<file path="src/rtl/bullet_plotter_pkg.sv">
`default_nettype none
// bullet_plotter_pkg: screen geometry, colours, history entry type and plotter state encoding.
// Rev 1.0
package bullet_plotter_pkg;

  localparam int X_W      = 8;
  localparam int Y_W      = 7;
  localparam int SCREEN_W = 160;
  localparam int SCREEN_H = 120;

  localparam logic [2:0] FG_COLOUR = 3'b111;
  localparam logic [2:0] BG_COLOUR = 3'b000;

  localparam logic [2:0] ST_IDLE    = 3'd0;
  localparam logic [2:0] ST_FETCH   = 3'd1;
  localparam logic [2:0] ST_COMPARE = 3'd2;
  localparam logic [2:0] ST_ERASE   = 3'd3;
  localparam logic [2:0] ST_DRAW    = 3'd4;
  localparam logic [2:0] ST_FINISH  = 3'd5;

  typedef struct packed {
    logic           valid;
    logic [X_W-1:0] x;
    logic [Y_W-1:0] y;
  } hist_entry_t;

endpackage
`default_nettype wire

</file>
<file path="src/rtl/bullet_history.sv">
`default_nettype none
// bullet_history: per-slot record of the last drawn pixel; sync write, async read, sync clear.
// Rev 1.0
module bullet_history
  import bullet_plotter_pkg::*;
#(
  parameter int NUM_BULLETS = 160,
  parameter int IDX_W       = 8
) (
  input  logic             clk,
  input  logic             reset,
  input  logic [IDX_W-1:0] idx,
  input  logic             wr_en,
  input  hist_entry_t      wr_entry,
  output hist_entry_t      rd_entry
);

  hist_entry_t entries [NUM_BULLETS];

  always_ff @(posedge clk) begin
    if (reset) begin
      for (int i = 0; i < NUM_BULLETS; i++) begin
        entries[i] <= '0;
      end
    end else if (wr_en) begin
      entries[idx] <= wr_entry;
    end
  end

  assign rd_entry = entries[idx];

endmodule
`default_nettype wire

</file>
<file path="src/rtl/bullet_plotter.sv">
`default_nettype none
// bullet_plotter: once per frame, walks every bullet slot and erases/draws only changed pixels.
// Rev 1.0
module bullet_plotter #(
  parameter int         NUM_BULLETS = 160,
  parameter int         IDX_W       = 8,
  parameter int         SCREEN_W    = bullet_plotter_pkg::SCREEN_W,
  parameter int         SCREEN_H    = bullet_plotter_pkg::SCREEN_H,
  parameter logic [2:0] FG_COLOUR   = bullet_plotter_pkg::FG_COLOUR,
  parameter logic [2:0] BG_COLOUR   = bullet_plotter_pkg::BG_COLOUR
) (
  input  logic             clk,
  input  logic             reset,
  input  logic             frame_tick,
  output logic [IDX_W-1:0] rd_idx,
  input  logic [7:0]       rd_x,
  input  logic [6:0]       rd_y,
  input  logic             rd_active,
  output logic [7:0]       vga_x,
  output logic [6:0]       vga_y,
  output logic [2:0]       vga_colour,
  output logic             vga_plot,
  output logic             busy,
  output logic             done,
  output logic             overrun
);

  import bullet_plotter_pkg::*;

  logic [2:0]       state;
  logic [IDX_W-1:0] idx;
  logic             need_draw_q;
  logic [7:0]       old_x, new_x;
  logic [6:0]       old_y, new_y;

  hist_entry_t prev, wr_entry;
  logic        act, moved, need_erase, need_draw, last, advance;

  bullet_history #(
    .NUM_BULLETS (NUM_BULLETS),
    .IDX_W       (IDX_W)
  ) u_history (
    .clk      (clk),
    .reset    (reset),
    .idx      (idx),
    .wr_en    (state == ST_COMPARE),
    .wr_entry (wr_entry),
    .rd_entry (prev)
  );

  // Off-screen bullets are treated exactly like inactive ones.
  always_comb begin
    act        = rd_active && (32'(rd_x) < 32'(SCREEN_W)) && (32'(rd_y) < 32'(SCREEN_H));
    moved      = (rd_x != prev.x) || (rd_y != prev.y);
    need_erase = prev.valid && (!act || moved);
    need_draw  = act && (!prev.valid || moved);
    wr_entry   = '{valid: act, x: rd_x, y: rd_y};
  end

  assign last    = (idx == IDX_W'(NUM_BULLETS - 1));
  assign advance = ((state == ST_COMPARE) && !need_erase && !need_draw) ||
                   ((state == ST_ERASE) && !need_draw_q) ||
                   (state == ST_DRAW);

  always_ff @(posedge clk) begin
    if (reset) begin
      state       <= ST_IDLE;
      idx         <= '0;
      need_draw_q <= 1'b0;
      old_x       <= '0;
      old_y       <= '0;
      new_x       <= '0;
      new_y       <= '0;
    end else if (advance) begin
      state <= last ? ST_FINISH : ST_FETCH;
      if (!last) idx <= idx + 1'b1;
    end else begin
      case (state)
        ST_IDLE: begin
          if (frame_tick) begin
            idx   <= '0;
            state <= ST_FETCH;
          end
        end
        ST_FETCH: state <= ST_COMPARE;
        ST_COMPARE: begin
          need_draw_q <= need_draw;
          old_x       <= prev.x;
          old_y       <= prev.y;
          new_x       <= rd_x;
          new_y       <= rd_y;
          state       <= need_erase ? ST_ERASE : ST_DRAW;
        end
        ST_ERASE:  state <= ST_DRAW;
        default:   state <= ST_IDLE;
      endcase
    end
  end

  assign rd_idx     = idx;
  assign vga_plot   = (state == ST_ERASE) || (state == ST_DRAW);
  assign vga_x      = (state == ST_ERASE) ? old_x : new_x;
  assign vga_y      = (state == ST_ERASE) ? old_y : new_y;
  assign vga_colour = (state == ST_DRAW) ? FG_COLOUR : BG_COLOUR;
  assign busy       = (state == ST_FETCH) || (state == ST_COMPARE) || vga_plot;
  assign done       = (state == ST_FINISH);
  assign overrun    = frame_tick && (state != ST_IDLE);

endmodule
`default_nettype wire

</file>
<file path="config.mk">
export PLATFORM = sky130hd
export DESIGN_NAME = bullet_plotter
export DESIGN_NICKNAME = d
export VERILOG_FILES = /design/src/rtl/bullet_plotter_pkg.sv /design/src/rtl/bullet_history.sv /design/src/rtl/bullet_plotter.sv
export SDC_FILE = /design/constraint.sdc
export NUM_CORES = 2
export LEC_CHECK = 0
export BUFFER_PORTS_ARGS = -buffer_cell sky130_fd_sc_hd__buf_2
export CAP_MARGIN = 20
export CORE_UTILIZATION = 35
export DETAILED_ROUTE_END_ITERATION = 12
export SLEW_MARGIN = 20
export SYNTH_ARGS = -nofsm -noshare
export SYNTH_HDL_FRONTEND = slang
export SYNTH_SLANG_ARGS = --single-unit
</file>
<file path="constraint.sdc">
create_clock -name clk -period 5.21 [get_ports clk]
set_input_delay 0.521 -clock clk [delete_from_list [all_inputs] [get_ports clk]]
set_output_delay 0.521 -clock clk [all_outputs]
set_load 0.01 [all_outputs]
</file>
* Yosys cells after proc, flatten, opt, wreduce, memory -nomap -nowiden
Memories as Yosys holds them, arrays and structs flattened. A register that Yosys moved wholly into a read port is not among the register bits.
Index checks and enable logic that the tools add are counted.
** Storage, ports and cells
- Register bits :: 42
- Bits in writable memories :: 2560
- Logic and storage cells :: 72
- Memories :: 1
** Memory list
- u_history.entries :: depth 160, width 16, rd ports 1, clocked after Yosys merged registers in 1, wr ports 160, RTL line bullet_history.sv:18 : hist_entry_t entries [NUM_BULLETS];
** Cells by class
- Add/sub/neg operators :: 1
- $lt $le $gt $ge :: 2
- Equal/unequal tests :: 10
- Mux-type cells :: 22
- Bitwise operators :: 1
- Reduce and logical (&&, ||, !) cells :: 28
** Operators by type and width (number)
- $mux W8 :: 8
- $mux W16 :: 1
- $reduce_or A16 Y1 :: 1
- $mux W3 :: 5
- $pmux W3 S4 :: 1
- $add A8 B1 Y8 const B :: 1
- $eq A8 B8 Y1 const B :: 1
- $logic_and A1 B1 Y1 :: 8
- $logic_or A1 B1 Y1 :: 8
- $lt A8 B8 Y1 const B :: 1
- $ne A8 B8 Y1 :: 1
- $lt A7 B7 Y1 const B :: 1
- $mux W7 :: 1
- $ne A7 B7 Y1 :: 1
- $eq A3 B2 Y1 const B :: 2
- $eq A3 B3 Y1 const B :: 2
- $mux W1 :: 6
- $logic_not A1 Y1 :: 5
- $reduce_bool A2 Y1 :: 2
- $eq A3 B1 Y1 const B :: 1
- $logic_not A3 Y1 :: 1
- $ne A3 B3 Y1 const B :: 1
- $reduce_and A3 Y1 :: 1
- $reduce_bool A3 Y1 :: 1
- 3 further kinds :: 3

* Depth between registers and ports, before layout
- Depth in word-level cells :: 15
- Mapped depth :: 23
- Depth with buffers taken out :: 13

* Cells and area by module
Synthesis repeated with hierarchy kept, for this count alone.
** Second synthesis, totals
- Cell total of the unflattened synthesis :: 10088
- Area, all modules :: 175691.0 um2
** Modules (own cells, without submodules)
- bullet_history :: times used 1, cells each 9857, area each 173503.9 um2
- bullet_plotter :: times used 1, cells each 231, area each 2187.1 um2

* Worst setup path after synthesis
Ideal clock, no wire load.
- Kind :: register to register
- Start :: reg with a tool-made name
- End :: reg with a tool-made name
- Data arrival time :: 4.127 ns
- Required time :: 5.150 ns
- Path slack :: 1.023 ns
- Stages on the path, launching flop included :: 21
- Buffers on the path :: 9
- Cell sequence :: dfxtp_1 > buf_6 > buf_12 > buf_8 > buf_8 > buf_8 > buf_6 > buf_2 > buf_2 > nand2_1 > a31oi_1 > a311oi_1 > nor4_1 > xnor2_1 > nand4_1 > nor4_4 > nand4_2 > and2_4 > buf_6 > or4_4 > nand2_1

==> impl_summary.txt <==
----------------------------------------------------
[Placed design]
  Placed Cells ... 17,400
  Worst-case setup slack after placement ... -645 ps
  Buffers on Ports ... 48
  Placed cell area ... 192,000 um^2
  Global placement routability congestion ... 0.921
  Total half-perimeter wirelength after legalization and detailed placement ... 365,000 um

[Power]
  Highest ir drop seen on vdd ... 0.276 mV
  Switching component of the power ... 0.0160 W
  Leak ... 66.7 nW
  Switching share of power ... 22.2%
  Sequential power share ... 52.4%
  Portion of total power attributed to combinational logic ... 5.7%
  Internal power consumption ... 0.0562 W
  Total power per unit cell area ... 350 nW/um^2
  Clock share of power ... 41.9%

[Clock network]
  Clock tree from TritonCTS ... yes
  Clk slew on worst S/H paths ... 70 ps
  Master cell of the clock root buffer ... clkbuf_16
  TritonCTS Buffers ... 418
  Sink Count ... 4,146
  Worst-Skew Late Latency ... 1000 ps
  Number of buffers on the longest clock path ... 4
  H-tree depth reported by CTS ... 5

[STA]
  Setup repair after global routing missed its margin ... yes
  Final hold viol count ... 0
  Final setup margin ... -85.8 ps
  Max Clock Skew ... 52.6 ps
  Peak clock frequency supported by timing ... 189 MHz
  Slew of the pin with the lowest slew margin ... 1270 ps
  Slew HR ... 15.1%
  Final max-slew violation count ... 0
  Final worst path period share ... 102%
  Count of final setup violators ... 32
  Smallest hold slack ... 87.3 ps
  Period minus WS final ... 5300 ps

[Layout]
  Number of nets in the layout ... 11,100
  Share of post-route cells with drive strength above 1 ... 25.1%
  Layout overhead on the synthesized area ... 15.0%
  Non-filler cells, final ... 18,200
  Commonest non-fill, non-tap cell in the layout ... edfxtp_1
  Final instance area ... 206,000 um^2
  Most frequent cells in the layout ... 4,096 x edfxtp_1, 2,097 x and2_1, 894 x mux4_2, 837 x buf_4, 493 x nor3_1

[Global routing]
  Antenna violations before repair ... 59
  Vias in the first global route ... 101,000
  Remaining global-route overflow ... 0
  Total track usage ... 21.5%
  Pin count of the biggest net entering global routing ... 169
  First-pass GRT wire length ... 796,000 um

[Worst setup path]
  CP cell instances ... buf_12 > buf_16 > buf_16 > mux4_2 > mux4_2 > nand2_2 > nand4_1 > a211oi_4 > buf_4 > nor4_4 > xnor2_1 > nand4_1 > nor4_4 > nand4_2 > buf_6 > a21oi_4 > buf_6 > mux2i_2 > nor2_1
  Maximum fanout along the worst path ... 6
  Critical Path AT ... 6170 ps
  Critical path data required time ... 6090 ps
  Sort of element at the start of the critical path ... flop
  Maximum cell stage delay along the critical path ... 620 ps
  Endpoint kind of the worst setup timing path ... flop
  Worst path slowest cell ... a211oi_4
  Type of the setup path with the least slack ... reg -> reg

[Synth]
  Share of async-settable or async-resettable flops after synthesis ... 0%
  Share of the yosys chip area belonging to registers ... 69.2%
  Count of synthesis-stage warnings from yosys ... 0
  Synthesized instance count ... 10,700
  Synth Net Count ... 10,700
  EDFF count, synth ... 4,096
  Number of synthesized register bits ... 4,146
  Post-Synthesis Mean Instance Area ... 16.8 um^2
  Most instantiated flip-flop cell in the synthesis netlist ... edfxtp_1
  Count of cell types in the netlist ... 97
  Post-synthesis instance area ... 179,000 um^2

[Drt]
  Total length of routed wires ... 573,000 um
  Final ANT Viol Nets ... 0
  Routed length per instance ... 31.4 um
  First-iteration detailed-routing DRC count ... 14,100
  Remaining design rule violation count ... 0
  Number of vias after detailed routing ... 104,000
  Count of TritonRoute iterations in the first routing pass ... 6
  Via count normalized by instance count ... 5.68

[Min path]
  Tightest Hold Check Type ... in -> reg
  Startpoint of the lowest-slack hold path ... frame_tick

[Die]
  Die W ... 718 um
  Die Outline Area ... 515,000 um^2
  Core Footprint ... 510,000 um^2
  Starting utilization of the core area ... 35.2%
  Boundary pin count ... 49
  Die H ... 718 um
  Row Count ... 262

[Status]
  Failing checks ... setup timing
  Outcome ... complete, but fails checks

[Run]
  Max Cap Violations ... 0

----------------------------------------------------
==> per-layer routing <==
| metal | global-route usage, % | up-vias | share of wire, % |
|---|---|---|---|
| li1 | - | 41900 | - |
| met1 | 29.6 | 54600 | 39 |
| met2 | 33.2 | 5944 | 46 |
| met3 | 5.30 | 969 | 11 |
| met4 | 7.42 | 36 | 3.9 |
| met5 | 0 | - | 0.12 |
==> cells in the mapped netlist, types with 7 or more instances <==
cell	n	area share (%)
edfxtp_1	4096	69
and2_1	2099	7.3
mux4_2	894	11
clkbuf_1	633	1.3
nor3_1	498	1.4
mux2i_1	461	2.6
nor2_1	338	0.71
a22oi_1	239	1.0
or2_2	164	0.57
nand2_1	150	0.31
buf_2	130	0.36
nand3_1	92	0.26
a21oi_1	81	0.23
buf_1	70	0.15
buf_4	65	0.27
buf_6	59	0.37
dfxtp_1	50	0.56
o21ai_0	40	0.11
a211oi_1	39	0.16
nor2b_1	36	0.13
a221oi_1	35	0.17
nand4_1	34	0.12
mux2_2	28	0.18
a22o_1	27	0.13
o211ai_1	26	0.11
and3_1	23	0.080
a31oi_1	20	0.070
buf_12	18	0.20
mux4_1	17	0.25
buf_8	16	0.13
o22ai_1	15	0.052
nand2b_1	12	0.042
nor4_1	12	0.042
inv_1	11	0.023
or3_1	11	0.038
xnor2_1	9	0.044
a21o_1	8	0.033
and4_1	7	0.034
==> kinds of logic after synthesis <==
group                    count (synthesis)  share of synthesized area, %
multiplexers                          1400                          14.2
AND/OR/NAND/NOR                       3517                          11.3
AO/OA/AOI/OAI                          587                          2.36
buffers and inverters                 1013                          2.88
XOR/XNOR                                14                        0.0684
adder cells (fa/ha/maj)                  4                        0.0279
flip-flops                            4146                          69.2
==> power by group through the flow <==
| stage | Clock [W] | Combinational (W) | Sequential [W] |
|---|---|---|---|
| CTS | 0.0305 | 0.00404 | 0.0379 |
| global route | 0.0317 | 0.00425 | 0.0379 |
| detailed placement | 0 | 0.00398 | 0.0386 |
| floorplan | 0 | 0.00234 | 0.0384 |
| global placement | 0 | 0.00393 | 0.0385 |
| finish | 0.0302 | 0.00411 | 0.0379 |
==> path summary, 6_finish.rpt <==
check	to	cells after the start	slack, ps
setup / recovery	flop	19	-90
hold / removal	state[0]	3	90
setup reg to reg	flop	19	-90
hold reg to reg	old_y[4]	2	470
==> cell type report <==
cell class | count | area [um^2]
clock inverters | 244 | 2530
well taps | 6732 | 8420
multi-input cells | 5522 | 50800
diodes | 18 | 45.0
clock buffers | 532 | 11100
fillers | 45300 | 304000
repair buffers | 1019 | 9230
inverters | 17 | 83.8
flip-flops and latches | 4146 | 124000
==> timing repair <==
action	4_1_cts	5_1_grt
cloned	1	5
hold buffers	13	0
hold endpoints to repair	175	0
buffers inserted	11	20
setup endpoints to repair	49	42
resized for setup	15	45
pin swaps	2	12
==> through the flow <==
step | setup TNS, ps | total power (W) | utilization, %
after floorplan | 0 | 0.0408 | -
after global placement | -55600 | 0.0424 | 37.6
after detailed placement | -26350 | 0.0426 | 37.6
after CTS | 0 | 0.0724 | 40.3
after global routing | -871 | 0.0739 | 40.5
final | -1440 | 0.0722 | 40.5
==> flip-flops by register name, indices dropped and copies added, names as in the netlist, named ones only <==
register,flops
u_history.entries,4096
new_x,8
state,3
new_y,7
old_x,8
rd_idx,8
need_draw_q,1
old_y,7
==> worst max-delay path, delay by kind of cell, from the launching register on <==
| family | cells | cell delay (ps) |
|---|---|---|
| AOI/OAI and AO/OA | 2 | 770 |
| buffers and inverters | 6 | 1010 |
| xor gates and xnor gates | 1 | 190 |
| muxes | 3 | 1350 |
| DFF | 1 | 360 |
| and+or+nand+nor | 7 | 1420 |
Note: power is estimated with default switching activity, not from simulation.
